**config.mk**
```make
export PLATFORM = sky130hd
export DESIGN_NAME = riscv_bpu
export DESIGN_NICKNAME = d
export VERILOG_FILES = /design/src/rtl/riscv_bpu.sv
export SDC_FILE = /design/constraint.sdc
export NUM_CORES = 2
export LEC_CHECK = 0
export ABC_AREA = 1
export BUFFER_PORTS_ARGS = -buffer_cell sky130_fd_sc_hd__buf_2
export CORE_ASPECT_RATIO = 1.2
export CORE_UTILIZATION = 40
export CTS_BUF_LIST = sky130_fd_sc_hd__clkbuf_8 sky130_fd_sc_hd__clkbuf_16
export DETAILED_ROUTE_END_ITERATION = 8
export HOLD_SLACK_MARGIN = 0.05
export MAX_ROUTING_LAYER = met4
export PLACE_DENSITY = 0.62
export SKIP_CTS_REPAIR_TIMING = 1
export SLEW_MARGIN = 0
export SYNTH_ARGS = -nofsm -noshare
export SYNTH_HDL_FRONTEND = slang
export SYNTH_SLANG_ARGS = --single-unit
```
**constraint.sdc**
```tcl
create_clock -name clk_i -period 6 [get_ports clk_i]
set_input_delay 1.8 -clock clk_i [delete_from_list [all_inputs] [get_ports clk_i]]
set_output_delay 1.8 -clock clk_i [all_outputs]
set_load 0.1 [all_outputs]
```
**src/rtl/riscv_bpu.sv**
```systemverilog
// Purpose : direct-mapped BTB with per-entry saturating direction counters, plus mispredict redirect.
// Latency : lookup and redirect are combinational (0 cycles); table writes are visible the cycle after.
// Backpressure: none; one lookup and at most one training update accepted every cycle, no stall path.
//
// Ports:
//   clk_i, rst_ni                 clock, asynchronous active-low reset
//   pc_i -> hit_o, taken_o, predicted_pc_o          IF-stage lookup
//   flush_i                       invalidate every entry (wins over a same-cycle update)
//   upd_valid_i, upd_pc_i, upd_taken_i, upd_target_i,
//   upd_pred_taken_i, upd_pred_pc_i                 EX-stage training / resolution
//   mispredict_o, redirect_pc_o   redirect to the correct next PC
//   No_branch_o, No_mispredict_o  performance counters
//
// Optional feature macro: RISCV_BPU_PERF_CNT_EN
//   defined   -> saturating 32-bit resolved-branch / mispredict counters
//   undefined -> both counter outputs tied to zero, no counter registers

module riscv_bpu #(
  parameter int XLEN    = 32,
  parameter int ENTRIES = 16,
  parameter int CNT_W   = 2
) (
  input  logic            clk_i,
  input  logic            rst_ni,
  input  logic [XLEN-1:0] pc_i,
  output logic            hit_o,
  output logic            taken_o,
  output logic [XLEN-1:0] predicted_pc_o,
  input  logic            flush_i,
  input  logic            upd_valid_i,
  input  logic [XLEN-1:0] upd_pc_i,
  input  logic            upd_taken_i,
  input  logic [XLEN-1:0] upd_target_i,
  input  logic            upd_pred_taken_i,
  input  logic [XLEN-1:0] upd_pred_pc_i,
  output logic            mispredict_o,
  output logic [XLEN-1:0] redirect_pc_o,
  output logic [31:0]     No_branch_o,
  output logic [31:0]     No_mispredict_o
);

  localparam int IDX_W = $clog2(ENTRIES);
  localparam int TAG_W = XLEN - IDX_W - 2;

  // Counter encodings: weakly-taken = MSB set, rest clear; weakly-not-taken = MSB clear, rest set.
  localparam logic [CNT_W-1:0] CNT_MAX = '1;
  localparam logic [CNT_W-1:0] CNT_WT  = CNT_W'(1 << (CNT_W - 1));
  localparam logic [CNT_W-1:0] CNT_WNT = CNT_W'((1 << (CNT_W - 1)) - 1);

  logic             valid_q  [ENTRIES];
  logic [TAG_W-1:0] tag_q    [ENTRIES];
  logic [XLEN-1:0]  target_q [ENTRIES];
  logic [CNT_W-1:0] cnt_q    [ENTRIES];

  // ---------------- lookup ----------------
  logic [IDX_W-1:0] idx;
  logic [TAG_W-1:0] tag;

  assign idx = pc_i[IDX_W+1:2];
  assign tag = pc_i[XLEN-1:IDX_W+2];

  assign hit_o          = valid_q[idx] && (tag_q[idx] == tag);
  assign taken_o        = hit_o && cnt_q[idx][CNT_W-1];
  assign predicted_pc_o = taken_o ? target_q[idx] : pc_i + XLEN'(4);

  // ---------------- redirect ----------------
  // The predicted next PC alone decides correctness: a taken prediction whose target
  // happens to equal pc+4 is not a mispredict, so the predicted direction is not needed.
  logic unused_pred_taken;
  assign unused_pred_taken = upd_pred_taken_i;

  assign redirect_pc_o = upd_taken_i ? upd_target_i : upd_pc_i + XLEN'(4);
  assign mispredict_o  = upd_valid_i && (redirect_pc_o != upd_pred_pc_i);

  // ---------------- training ----------------
  logic [IDX_W-1:0] uidx;
  logic [TAG_W-1:0] utag;
  logic             uhit;

  assign uidx = upd_pc_i[IDX_W+1:2];
  assign utag = upd_pc_i[XLEN-1:IDX_W+2];
  assign uhit = valid_q[uidx] && (tag_q[uidx] == utag);

  always_ff @(posedge clk_i or negedge rst_ni) begin
    if (!rst_ni) begin
      for (int i = 0; i < ENTRIES; i++) begin
        valid_q[i]  <= 1'b0;
        tag_q[i]    <= '0;
        target_q[i] <= '0;
        cnt_q[i]    <= CNT_WNT;
      end
    end else if (flush_i) begin
      // Only valid bits drop; counters and targets keep their history.
      for (int i = 0; i < ENTRIES; i++) begin
        valid_q[i] <= 1'b0;
      end
    end else if (upd_valid_i) begin
      if (uhit) begin
        if (upd_taken_i) begin
          if (cnt_q[uidx] != CNT_MAX) cnt_q[uidx] <= cnt_q[uidx] + 1'b1;
          target_q[uidx] <= upd_target_i;
        end else if (cnt_q[uidx] != '0) begin
          cnt_q[uidx] <= cnt_q[uidx] - 1'b1;
        end
      end else if (upd_taken_i) begin
        // Miss-and-taken replaces whatever occupies the slot.
        valid_q[uidx]  <= 1'b1;
        tag_q[uidx]    <= utag;
        target_q[uidx] <= upd_target_i;
        cnt_q[uidx]    <= CNT_WT;
      end
    end
  end

  // ---------------- performance counters ----------------
`ifdef RISCV_BPU_PERF_CNT_EN
  logic [31:0] br_cnt_q;
  logic [31:0] mp_cnt_q;

  always_ff @(posedge clk_i or negedge rst_ni) begin
    if (!rst_ni) begin
      br_cnt_q <= '0;
      mp_cnt_q <= '0;
    end else if (!flush_i) begin
      if (upd_valid_i && (br_cnt_q != 32'hFFFF_FFFF)) br_cnt_q <= br_cnt_q + 32'd1;
      if (mispredict_o && (mp_cnt_q != 32'hFFFF_FFFF)) mp_cnt_q <= mp_cnt_q + 32'd1;
    end
  end

  assign No_branch_o     = br_cnt_q;
  assign No_mispredict_o = mp_cnt_q;
`else
  assign No_branch_o     = 32'd0;
  assign No_mispredict_o = 32'd0;
`endif

endmodule

```
==> out/qor.txt <==
status -> finished with violations
violated checks -> negative setup slack
cts bufs inserted -> 103
register bit total from synthesis -> 976
core area -> 134,000 um2
Power Internal -> 12.7 mW
P&R area growth vs syn -> 22.4%
FF-to-FF Start -> valid_q[8]
CP Class -> in2out
routing usage on met1 -> 39.4%
# nets final -> 7,960
CP Launch Type -> input port
Syn Inst Count -> 7,517
worst setup margin -> -0.387 ns
CTS Buffer Depth -> 3
filler cell count -> 13,100
Final setup viols -> 35
number of synthesized flops with an enable pin -> 0
hold_ws -> 0.465 ns
worst skew pair latency -> 0.78 ns
Synth cell types -> 46
Worst Max-Slew Pin Slew -> 0.961 ns
Clock Root Buffer -> clkbuf_16
Initial Util -> 40.3%
most common flop cell mapped by yosys -> dfrtp_1
met2 global-route usage -> 47.2%
Combinational Power Share -> 21.7%
CP required -> 4.20 ns
RSZ-0062 raised after global routing -> yes
Clock Power Share -> 34.8%
vias -> 53,200
cells on worst reg2reg path -> 16
CP Capture Type -> output port
register share of total power -> 43.5%
antenna viol nets, final -> 0
M3 GR Usage -> 5.76%
DRT Wirelength -> 212,000 um
Hold Path Stages -> 2
initial antenna violation count -> 26
I/O pin total -> 265
cell row count -> 147
total grt overflow -> 0
register area share after synthesis -> 45.3%
Peak VDD IR -> 0.000246 V
pins over their slew limit -> 0
layout cell share with drive strength beyond 1 -> 14.7%
CTS tree -> done
drt drc -> 0
Synth async-reset ratio -> 100%
Via-to-Cell Ratio -> 5.47
Crit Path Max Fanout -> 6
Setup WS pre-CTS -> -0.688 ns
Worst Path Arrival -> 4.59 ns
leakage -> 31.4 nW
H-tree level count -> 3
Tmin final -> 6.39 ns
first-pass GRT wire length -> 308,000 um
FF/Latch Area -> 24,400 um2
Sw Ratio -> 32.4%
total die area -> 136,000 um2
DRT iter0 DRCs -> 6,316
yosys warns -> 0
Final GP Congestion -> 1.02
Layout Utilization -> 49.3%
vias in the first global route -> 49,000
Post-Syn Area -> 53,900 um2
Post-DP HPWL -> 136,000 um
PD cells -> 284 nW/um2
Clock Skews -> 0.0609 ns
crit path launch -> pc_i[2]
largest net degree at the start of global routing -> 163
die width -> 337 um
grt peak-use layer -> met2
die height -> 404 um
port bufs -> 199
Psw -> 6.06 mW
final period utilization -> 106%
clock input transition at the sequential cells of the worst setup and hold paths -> 0.06 ns
DR WL/cell -> 21.8 um
total global-route track usage -> 31.0%
max_cap viols -> 0
Avg Cell Area, Syn -> 7.17 um2
number of iterations in the first detailed-routing pass -> 9
fmax -> 157 MHz
multi-input logic area -> 24,900 um2
Relative slew margins -> 35.9%
Fin. Hold Viols -> 0
Hold Startpoint -> cnt_q[18]
Hold/Removal Path Class -> reg2reg
clock sinks -> 976
[placed cells by master (no fill, tap or decap), types with 128 or more instances in the layout]
cell	count
nand2_1	1862
nand3_1	286
nor2_1	538
buf_12	162
dfrtp_1	960
buf_2	128
buf_4	416
o21ai_1	185
o21ai_0	1120
a21oi_1	692
inv_1	722
[state kept, by name, indices dropped and copies added (netlist names)]
name and count:
target_q 512, tag_q 416, cnt_q 32, valid_q 16
[critical path: stages]
cell and delay [ns]:
buf_16 0.14, buf_16 0.17, buf_12 0.15, buf_6 0.12, a21oi_2 0.12, o21ai_1 0.07, nand3_1 0.09, nand3_2 0.10
nand3_2 0.09, buf_6 0.11, nand4_1 0.21, nor2_2 0.18, nand2_1 0.07, nor2_2 0.14, nand3_4 0.21, buf_12 0.22
clkbuf_16 0.16, o21ai_4 0.19, buf_12 0.19
[cell families after synthesis]
family                     share of synthesized area, %
buffers and inverters                              10.8
AOI/OAI and AO/OA                                  20.8
muxes                                            0.0186
adders and majority gates                         0.162
DFF                                                45.3
and+or+nand+nor                                    21.7
xor gates and xnor gates                           1.09
other                                           0.00696
[cell usage after synthesis, types with 16 or more instances]
master       n  area [um2]
o211ai_1    57         428
dfstp_2     16         420
buf_1       69         259
nand4_1     51         319
nor2_1     569        2140
nand2_1   1907        7160
dfrtp_1    960       24000
a311oi_1    28         245
o21ai_1    148         741
buf_4      114         856
inv_1      712        2670
nor3_1      38         190
buf_2      152         761
clkinv_1    29         109
clkbuf_1   284        1070
nand3_1    320        1600
xor2_1      56         490
o21ai_0   1190        5960
a21oi_1    700        3500
a21boi_0    30         225
[final timing paths]
kind | slack, ns | end
setup / recovery | -0.39 | predicted_pc_o[25]
hold / removal | 0.46 | cnt_q[18]
setup reg to reg | 2.95 | tag_q[196]
hold reg to reg | 0.46 | cnt_q[18]
max in group asynchronous | 3.56 | tag_q[226]
min in group asynchronous | 0.99 | target_q[323]
[metal layers]
metal	vias up	wire length, um
met5	-	0
met4	0	11300
met3	530	19900
met2	2657	96800
met1	25200	83800
li1	24800	-
[power groups by stage]
stage | Sequential, mW | Combinational, mW | Clock (mW)
after floorplan | 8.10 | 2.60 | 0
final | 8.14 | 4.07 | 6.52
after CTS | 8.12 | 3.92 | 6.59
after global routing | 8.24 | 4.51 | 6.84
after detailed placement | 8.23 | 3.90 | 0
after global placement | 8.19 | 3.81 | 0
[final cells by class]
| class | instances | area share [%] |
|---|---|---|
| diodes | 36 | 0.137 |
| clock buffers | 128 | 4.43 |
| flip-flops and latches | 976 | 37.1 |
| clock inverters | 57 | 0.772 |
| well taps | 1788 | 3.39 |
| repair buffers | 761 | 12.1 |
| inverters | 749 | 4.35 |
| multi-input cells | 5228 | 37.7 |
[per-stage QoR]
stage | power [mW] | area, um2 | setup TNS (ns) | instances
3_5_place_dp | 12.1 | 61200 | -20.85 | 9465
6_report | 18.7 | 66000 | -10.47 | 9723
2_1_floorplan | 10.7 | 54800 | -0.703 | 7580
5_1_grt | 19.6 | 65900 | -13.94 | 9706
4_1_cts | 18.6 | 64600 | -20.98 | 9650
3_3_place_gp | 12.0 | 61200 | -20.96 | 9465
No activity file was read; power rests on OpenSTA's default activity.
